===== src/rtl/edit_field_ctrl.sv =====
// rtl/edit_field_ctrl.sv - front-panel edit controller: field select, step pulses with auto-repeat, timeout, blink
module edit_field_ctrl #(
    parameter int TICK_DIV   = 100000,
    parameter int HOLD_MS    = 500,
    parameter int RPT_MS     = 250,
    parameter int TIMEOUT_MS = 10000,
    parameter int BLINK_MS   = 250,
    parameter int N_FIELDS   = 6
) (
    input  logic       clk,
    input  logic       reset,
    input  logic       btn_mode,
    input  logic       btn_left,
    input  logic       btn_right,
    input  logic       btn_up,
    input  logic       btn_down,
    output logic [3:0] en_count,
    output logic       enUP,
    output logic       enDOWN,
    output logic       edit_active,
    output logic       blink
);
    localparam int PW   = $clog2(TICK_DIV + 1);
    localparam int HMAX = (HOLD_MS > RPT_MS) ? HOLD_MS : RPT_MS;
    localparam int HW   = $clog2(HMAX + 1);
    localparam int TW   = $clog2(TIMEOUT_MS + 1);
    localparam int BW   = $clog2(BLINK_MS + 1);

    localparam logic [0:0] ST_IDLE = 1'b0;
    localparam logic [0:0] ST_EDIT = 1'b1;
    localparam logic [1:0] K_IDLE  = 2'd0;
    localparam logic [1:0] K_HOLD  = 2'd1;
    localparam logic [1:0] K_RPT   = 2'd2;
    localparam logic [1:0] K_LOCK  = 2'd3;

    logic [PW-1:0] presc_q, presc_d;
    logic [0:0]    mode_q, mode_d;
    logic [3:0]    field_q, field_d;
    logic          blink_q, blink_d;
    logic [BW-1:0] bcnt_q, bcnt_d;
    logic [TW-1:0] tcnt_q, tcnt_d;
    logic [1:0]    key_q, key_d;
    logic          dir_q, dir_d;
    logic [HW-1:0] hcnt_q, hcnt_d;
    logic          up_q, up_d, dn_q, dn_d;
    logic          mode_btn_q, left_btn_q, right_btn_q;

    logic          tick, rise_mode, rise_left, rise_right;
    logic          req_up, req_dn, req, activity, enter, leave, step;
    logic [HW-1:0] hlast;

    always_comb begin
        tick       = (presc_q == PW'(TICK_DIV - 1));
        presc_d    = tick ? '0 : presc_q + 1'b1;
        rise_mode  = btn_mode & ~mode_btn_q;
        rise_left  = btn_left & ~left_btn_q;
        rise_right = btn_right & ~right_btn_q;
        req_up     = btn_up & ~btn_down;
        req_dn     = btn_down & ~btn_up;
        req        = req_up | req_dn;
        activity   = rise_mode | rise_left | rise_right | btn_up | btn_down;
        hlast      = (key_q == K_HOLD) ? HW'(HOLD_MS - 1) : HW'(RPT_MS - 1);
        enter      = (mode_q == ST_IDLE) && rise_mode;
        leave      = (mode_q == ST_EDIT) &&
                     (rise_mode || (!activity && tick && tcnt_q == TW'(TIMEOUT_MS - 1)));

        mode_d  = mode_q;
        field_d = field_q;
        blink_d = blink_q;
        bcnt_d  = bcnt_q;
        tcnt_d  = tcnt_q;
        key_d   = key_q;
        dir_d   = dir_q;
        hcnt_d  = hcnt_q;
        step    = 1'b0;

        // IDLE, entry and exit all park every counter and the key FSM
        if (mode_q == ST_IDLE || leave) begin
            mode_d  = enter ? ST_EDIT : ST_IDLE;
            field_d = enter ? 4'd1 : 4'd0;
            blink_d = enter;
            bcnt_d  = '0;
            tcnt_d  = '0;
            hcnt_d  = '0;
            key_d   = K_IDLE;
        end else begin
            tcnt_d = activity ? '0 : tcnt_q + TW'(tick);
            if (tick) begin
                if (bcnt_q == BW'(BLINK_MS - 1)) begin
                    bcnt_d  = '0;
                    blink_d = ~blink_q;
                end else begin
                    bcnt_d = bcnt_q + 1'b1;
                end
            end
            if (rise_left != rise_right) begin
                if (rise_right) field_d = (field_q == 4'(N_FIELDS)) ? 4'd1 : field_q + 4'd1;
                else            field_d = (field_q == 4'd1) ? 4'(N_FIELDS) : field_q - 4'd1;
                blink_d = 1'b1;
                bcnt_d  = '0;
                key_d   = K_LOCK;
            end else begin
                case (key_q)
                    K_IDLE: begin
                        if (req) begin
                            step   = 1'b1;
                            hcnt_d = '0;
                            dir_d  = req_dn;
                            key_d  = K_HOLD;
                        end
                    end
                    K_HOLD, K_RPT: begin
                        if (!req || req_dn != dir_q) begin
                            key_d = K_IDLE;
                        end else if (tick) begin
                            if (hcnt_q == hlast) begin
                                step   = 1'b1;
                                hcnt_d = '0;
                                key_d  = K_RPT;
                            end else begin
                                hcnt_d = hcnt_q + 1'b1;
                            end
                        end
                    end
                    default: begin
                        if (!btn_up && !btn_down) key_d = K_IDLE;
                    end
                endcase
            end
        end

        up_d = step & ~dir_d;
        dn_d = step & dir_d;
    end

    always_ff @(posedge clk or negedge reset) begin
        if (!reset) begin
            presc_q     <= '0;
            mode_q      <= ST_IDLE;
            field_q     <= 4'd0;
            blink_q     <= 1'b0;
            bcnt_q      <= '0;
            tcnt_q      <= '0;
            key_q       <= K_IDLE;
            dir_q       <= 1'b0;
            hcnt_q      <= '0;
            up_q        <= 1'b0;
            dn_q        <= 1'b0;
            mode_btn_q  <= 1'b0;
            left_btn_q  <= 1'b0;
            right_btn_q <= 1'b0;
        end else begin
            presc_q     <= presc_d;
            mode_q      <= mode_d;
            field_q     <= field_d;
            blink_q     <= blink_d;
            bcnt_q      <= bcnt_d;
            tcnt_q      <= tcnt_d;
            key_q       <= key_d;
            dir_q       <= dir_d;
            hcnt_q      <= hcnt_d;
            up_q        <= up_d;
            dn_q        <= dn_d;
            mode_btn_q  <= btn_mode;
            left_btn_q  <= btn_left;
            right_btn_q <= btn_right;
        end
    end

    assign en_count    = field_q;
    assign enUP        = up_q;
    assign enDOWN      = dn_q;
    assign edit_active = (mode_q == ST_EDIT);
    assign blink       = blink_q;

endmodule


===== config.mk =====
export PLATFORM = sky130hd
export DESIGN_NAME = edit_field_ctrl
export DESIGN_NICKNAME = d
export VERILOG_FILES = /design/src/rtl/edit_field_ctrl.sv
export SDC_FILE = /design/constraint.sdc
export NUM_CORES = 1
export LEC_CHECK = 0
export BUFFER_PORTS_ARGS = -buffer_cell sky130_fd_sc_hd__buf_2
export CAP_MARGIN = 10
export CORE_AREA = 4 4 70 137
export DETAILED_ROUTE_END_ITERATION = 10
export DIE_AREA = 0 0 74 141
export PLACE_DENSITY = 0.59
export SYNTH_ARGS = -nofsm -noshare
export SYNTH_HDL_FRONTEND = slang
export SYNTH_SLANG_ARGS = --single-unit

===== constraint.sdc =====
create_clock -name clk -period 2.7 [get_ports clk]
set_clock_uncertainty 0.15 [all_clocks]
set_input_delay 0 -clock clk [delete_from_list [all_inputs] [get_ports clk]]
set_output_delay 0 -clock clk [all_outputs]
set_load 0.02 [all_outputs]

## Word level (Yosys, flattened, before mapping)

Cells that the tools add are included.

- Add/subtract/negate cells: 6
- Multipliers: 0
- Div/mod/pow operators: 0
- $lt $le $gt $ge: 0
- Eq/ne operators: 17
- Shifts and indexed selects: 0
- Multiplexer cells: 45
- Bitwise operators: 20
- Reduce and logical (&&, ||, !) cells: 22

Operators with widths:

| cell | number |
|---|---|
| 9-bit 2-to-1 mux | 7 |
| 8-bit 2-to-1 mux | 4 |
| 14-bit 2-to-1 mux | 2 |
| 4-bit 2-to-1 mux | 5 |
| 9-bit case mux with 2 select lines | 1 |
| 17-bit by 1-bit adder with 17-bit output, second input constant | 1 |
| 17-bit == test, second input constant | 1 |
| 17-bit 2-to-1 mux | 1 |
| 1-bit 2-to-1 mux | 16 |
| 14-bit by 1-bit adder with 14-bit output | 1 |
| 14-bit == test, second input constant | 1 |
| 2-bit 2-to-1 mux | 7 |
| 5-bit != test, second input constant | 2 |
| 9-bit by 1-bit adder with 9-bit output, second input constant | 1 |
| 9-bit == test | 1 |
| 3-bit != test, second input constant | 3 |
| 3-bit nonzero test | 3 |
| 8-bit by 1-bit adder with 8-bit output, second input constant | 1 |
| 8-bit == test, second input constant | 1 |
| 1-bit NOT | 8 |
| 1-bit AND | 7 |
| 1-bit logical AND | 5 |
| 1-bit OR | 5 |
| 5-bit AND reduction | 1 |
| 19 further kinds | 25 |

- Flip-flop bits (word level): 62
- Latch bits: 0
- Bits in writable memories: 0
- Bits in read-only memories: 0
- Output and inout bits: 8
- Word-level logic and storage cells: 124
- Memories kept: 0

## Longest topological paths before layout

- Depth in word-level cells: 15
- Gate-level depth with buffers: 10

## Least setup slack after synthesis

No wires, ideal clock.

- Kind: reg-to-reg
- Start: register presc_q[6]
- End: register tcnt_q[10]
- Setup time: 121 ps
- Data arrival time: 2410 ps
- Slack: 19 ps
- Stages on the path, launching flop included: 10
- Cells stage by stage: dfrtp_1 > or4b_4 > nor4_2 > ha_1 > ha_1 > nand3_1 > nor2_1 > nand3_1 > xor2_1 > nor2_1

- Longest elaborated chain between the ends: 7
- Elaborated cells between the ends (all ways): 9
- Those cells by class: add/sub: 1; eq/ne: 1; mux: 2; reduce/logical: 5

Ends and longest elaborated chain:

| what | line | source |
|---|---|---|
| start, declared | 36 | `logic [PW-1:0] presc_q, presc_d;` |
| start signal, assigned | 153 | `presc_q <= presc_d;` |
| 17-bit == test (*) | 53 | `tick = (presc_q == PW'(TICK_DIV - 1));` |
| parallel branches: the longest is 5 deep, another holds 14-bit by 1-bit adder with 14-bit output | -- |  |
| 14-bit 2-to-1 mux (*) | 78 | `if (mode_q == ST_IDLE \|\| leave) begin` |
| via tcnt_d[10] | 41 | `logic [TW-1:0] tcnt_q, tcnt_d;` |
| end signal, assigned | 158 | `tcnt_q <= tcnt_d;` |
| end, declared | 41 |  |

Mark *: on every way through the listed nets, which the timed path passes.
A chain may end at the register's enable or synchronous reset.

## Final worst setup path

- Start: register presc_q[14]
- End: register hcnt_q[7]

- Longest elaborated chain between the ends: 8
- Elaborated cells between the ends (all ways): 13
- Those cells by class: eq/ne: 5; mux: 1; reduce/logical: 7

Ends and longest elaborated chain:

| what | line | source |
|---|---|---|
| 17-bit == test (*) | 53 |  |
| 1-bit logical AND (2 in series) | 65 | `(rise_mode \|\| (!activity && tick && tcnt_q == TW'(TIMEOUT_MS - 1)));` |
| 1-bit logical OR | 65 |  |
| 1-bit logical AND | 64 | `leave = (mode_q == ST_EDIT) &&` |
| 1-bit logical OR | 78 |  |
| 3-bit != test (no source line), or another cell as far along | -- |  |
| 5-bit AND reduction (no source line) | -- |  |
| end signal, assigned | 161 | `hcnt_q <= hcnt_d;` |
| end, declared | 44 | `logic [HW-1:0] hcnt_q, hcnt_d;` |

Every way passes the cells marked *; elsewhere a longest branch is shown, timed or not.

==> metrics <==
Net Count, Synth=365; Pre-antenna DRT Iters=4; Sw Ratio=27.6%; status=completed; Reg area=1550 um^2; slew margin rel.=60.8%; first-pass GRT wire length=13.1 mm; Max Cap Violations=0; Num CTS Buffers=9; row count=48; vias post-DR=2721; final RePlAce weighted congestion=0.885; Distinct cells, synth=51; Worst Setup End Kind=flop; Syn Area/Cell=9.78 um^2; Synth top area share=46.2%; fin crit share=97.5%; area fraction in compound gates after synthesis=12.4%; via density per instance=5.44; non-filler cells, final=500; biggest fanout along the worst timing path=7; DRC Markers=0; Int Pwr=1.91 mW; height of the die=141 um; Seq cells post-synth=62; Util after Layout=48.2%; WP data arrival=2.70 ns; # diodes=0; multiplexer share of the synthesized area=0.634%; DIE AREA=10400 um^2; Core ar.=8590 um^2; clk_lat worst skew=0.33 ns; min Tclk post-route=2.63 ns; hpwl dp=5.95 mm; Setup violations, final=0; synthesized netlist cell count=343; Fin Hold WS=0.0199 ns; Commonest cells post-synth=dfrtp_1, nor2_1, nand2_1; Iter 0 DRT Violations=101; crit start category=flop; Worst Hold Class=input port to flop; hold depth=3; mapped cell area=3360 um^2; hold_sp=btn_down; Worst Reg-to-Reg Cells=6; unrepaired setup endpoints after global routing=yes; initial antenna violation count=0; combinational family with the most area after synthesis=simple AND/OR/NAND/NOR gates; Final Max Slew Viols=0; CP max stage delay=0.63 ns; Place WS=-0.0718 ns; Synth async-reset ratio=100%; clock-pin slew on the worst setup and hold paths=0.05 ns; flop2flop setup slack=0.07 ns; DP Cell Count=473; Post-synth EDFFs=0; switching power=729 uW; R2R Path Start=presc_q[14]$_DFF_PN0_; top cell type by total area after synthesis=dfrtp_1; H-tree depth=3; CP Cell Sequence=or4b_4, or4_4, a22o_2, a211oi_2, xnor2_1, nor2_2; grt ovf=0; Setup TNS=0 ns; Peak VDD IR=0.604 mV; Area Growth Syn to Fin=23.5%; Tot GR Track Use=16.6%; Adder-Cell Fraction of Synth Area=5.59%; top area cells in the synthesized netlist=dfrtp_1, ha_1, xor2_1; CP Buf/Inv Count=0; # IOs=15; Clock power frac=43.7%; combinational fraction of design power=17.1%; area fraction in and, or, nand and nor cells after synthesis=23.9%; Post-Synth XOR/XNOR Area=9.40%; clk root buf=clkbuf_16; Primary FF master, synth=dfrtp_1; fin worst setup slack=0.0687 ns; slew at the pin closest to its max-slew limit=0.583 ns; die span in x=74 um; final instance area=4140 um^2; Syn. warnings=0; Antenna Violating Nets Remaining=0; Leak=1.81 nW; placed standard-cell area=3690 um^2; worst path required time=2.77 ns; cell family with most CP delay=simple AND/OR/NAND/NOR gates; routed len/inst=15.8 um; sequential power share=39.2%; routed wire length=7.89 mm; sequential fraction of the synthesis area=46.2%; footprint of the multi-input gates=1790 um^2; hold path endpoint=dir_q$_DFF_PN0_; Final Hold Viols=0; clk sink count=62; Power Total=2.64 mW; critical path class=flop to flop; layout cell share with drive strength beyond 1=19.0%; count leader, synth=dfrtp_1; number of global-route vias before repair=2754; Worst path slowest cell=or4_4; Clock Tree Buf Depth=2; Layout fillers=825; Fmax=0.380 GHz; FF-to-FF End=hcnt_q[7]$_DFFE_PN0P_; port bufs=14; CTS tree=done; largest net degree at the start of global routing=32; Initial Utilization=39.1%; P per Cell Area=638 nW/um^2; nets@finish=417
[state kept, by name, indices dropped and copies added (netlist names)]
| register | cells |
|---|---|
| bcnt_q | 8 |
| hcnt_q | 9 |
| presc_q | 17 |
| enUP | 1 |
| blink | 1 |
| key_q | 2 |
| left_btn_q | 1 |
| enDOWN | 1 |
| dir_q | 1 |
| en_count | 4 |
| edit_active | 1 |
| right_btn_q | 1 |
| mode_btn_q | 1 |
| tcnt_q | 14 |
[worst min-delay path: cells and delay by family]
kind | cells | cell delay, ns
multiplexers | 1 | 0.16
buffers and inverters | 1 | 0.11
adder cells (fa/ha/maj) | 1 | 0.19
[power by group through the flow]
stage | combinational, mW | clock (mW) | sequential, mW
final | 0.453 | 1.15 | 1.04
after global routing | 0.506 | 1.22 | 1.04
after CTS | 0.458 | 1.19 | 1.03
after detailed placement | 0.449 | 0 | 1.05
after global placement | 0.442 | 0 | 1.05
after floorplan | 0.273 | 0 | 1.06
[worst max-delay path by stage]
stage / start / end / slack, ns / cells past startpoint
after floorplan: presc_q[6]$_DFF_PN0_ / tcnt_q[10]$_DFF_PN0_ / 0.02 / 9
after global placement: presc_q[6]$_DFF_PN0_ / tcnt_q[12]$_DFF_PN0_ / -0.02 / 9
after detailed placement: presc_q[6]$_DFF_PN0_ / tcnt_q[12]$_DFF_PN0_ / -0.07 / 9
after CTS: presc_q[6]$_DFF_PN0_ / tcnt_q[11]$_DFF_PN0_ / 0.02 / 9
after global routing: presc_q[14]$_DFF_PN0_ / tcnt_q[11]$_DFF_PN0_ / -0.07 / 9
final: presc_q[14]$_DFF_PN0_ / hcnt_q[7]$_DFFE_PN0P_ / 0.07 / 6
[timing repair]
action | 4_1_cts | 5_1_grt
hold buffers | 7 | 0
setup buffers | 0 | 4
pin swaps | 0 | 8
endpoints found under the setup margin | 8 | 28
endpoints found under the hold margin | 67 | 0
resized for setup | 4 | 9
[layout by cell type (no fill, tap or decap), types with 5 or more instances in the layout]
cell,Yosys,routed
a21oi_1,14,12
and3_1,9,8
buf_2,1,14
buf_4,0,23
clkbuf_16,0,9
dfrtp_1,62,62
dlygate4sd3_1,0,7
ha_1,15,13
inv_1,9,9
nand2_1,30,30
nand2b_1,6,6
nand3_1,21,20
nand4_1,9,9
nor2_1,40,38
nor2b_1,6,5
o21ai_0,17,17
or3_1,7,7
xnor2_1,15,15
xor2_1,21,21
[cells by family after synthesis]
group,count (synthesis)
AOI/OAI and AO/OA,62
xor gates and xnor gates,36
adders and majority gates,15
buffers and inverters,14
DFF,62
muxes,2
and+or+nand+nor,152
[layout make-up]
cell class	instances	share of cell area, %
clock buffers	12	6.19
repair buffers	46	8.31
well taps	100	3.02
flip-flops and latches	62	37.5
clock inverters	4	1.09
multi-input cells	267	43.1
inverters	9	0.815
[routing by layer]
| metal | vias up | GRT usage [%] | wire length, um | part of all wire (%) |
|---|---|---|---|---|
| met2 | 42 | 30.1 | 4640 | 59 |
| met1 | 1338 | 16.3 | 2750 | 35 |
| li1 | 1322 | - | - | - |
| met4 | 0 | 8.79 | 281 | 3.6 |
| met5 | - | 0 | 0 | 0 |
| met3 | 19 | 4.43 | 223 | 2.8 |
Power figures use the tool's default switching activity.
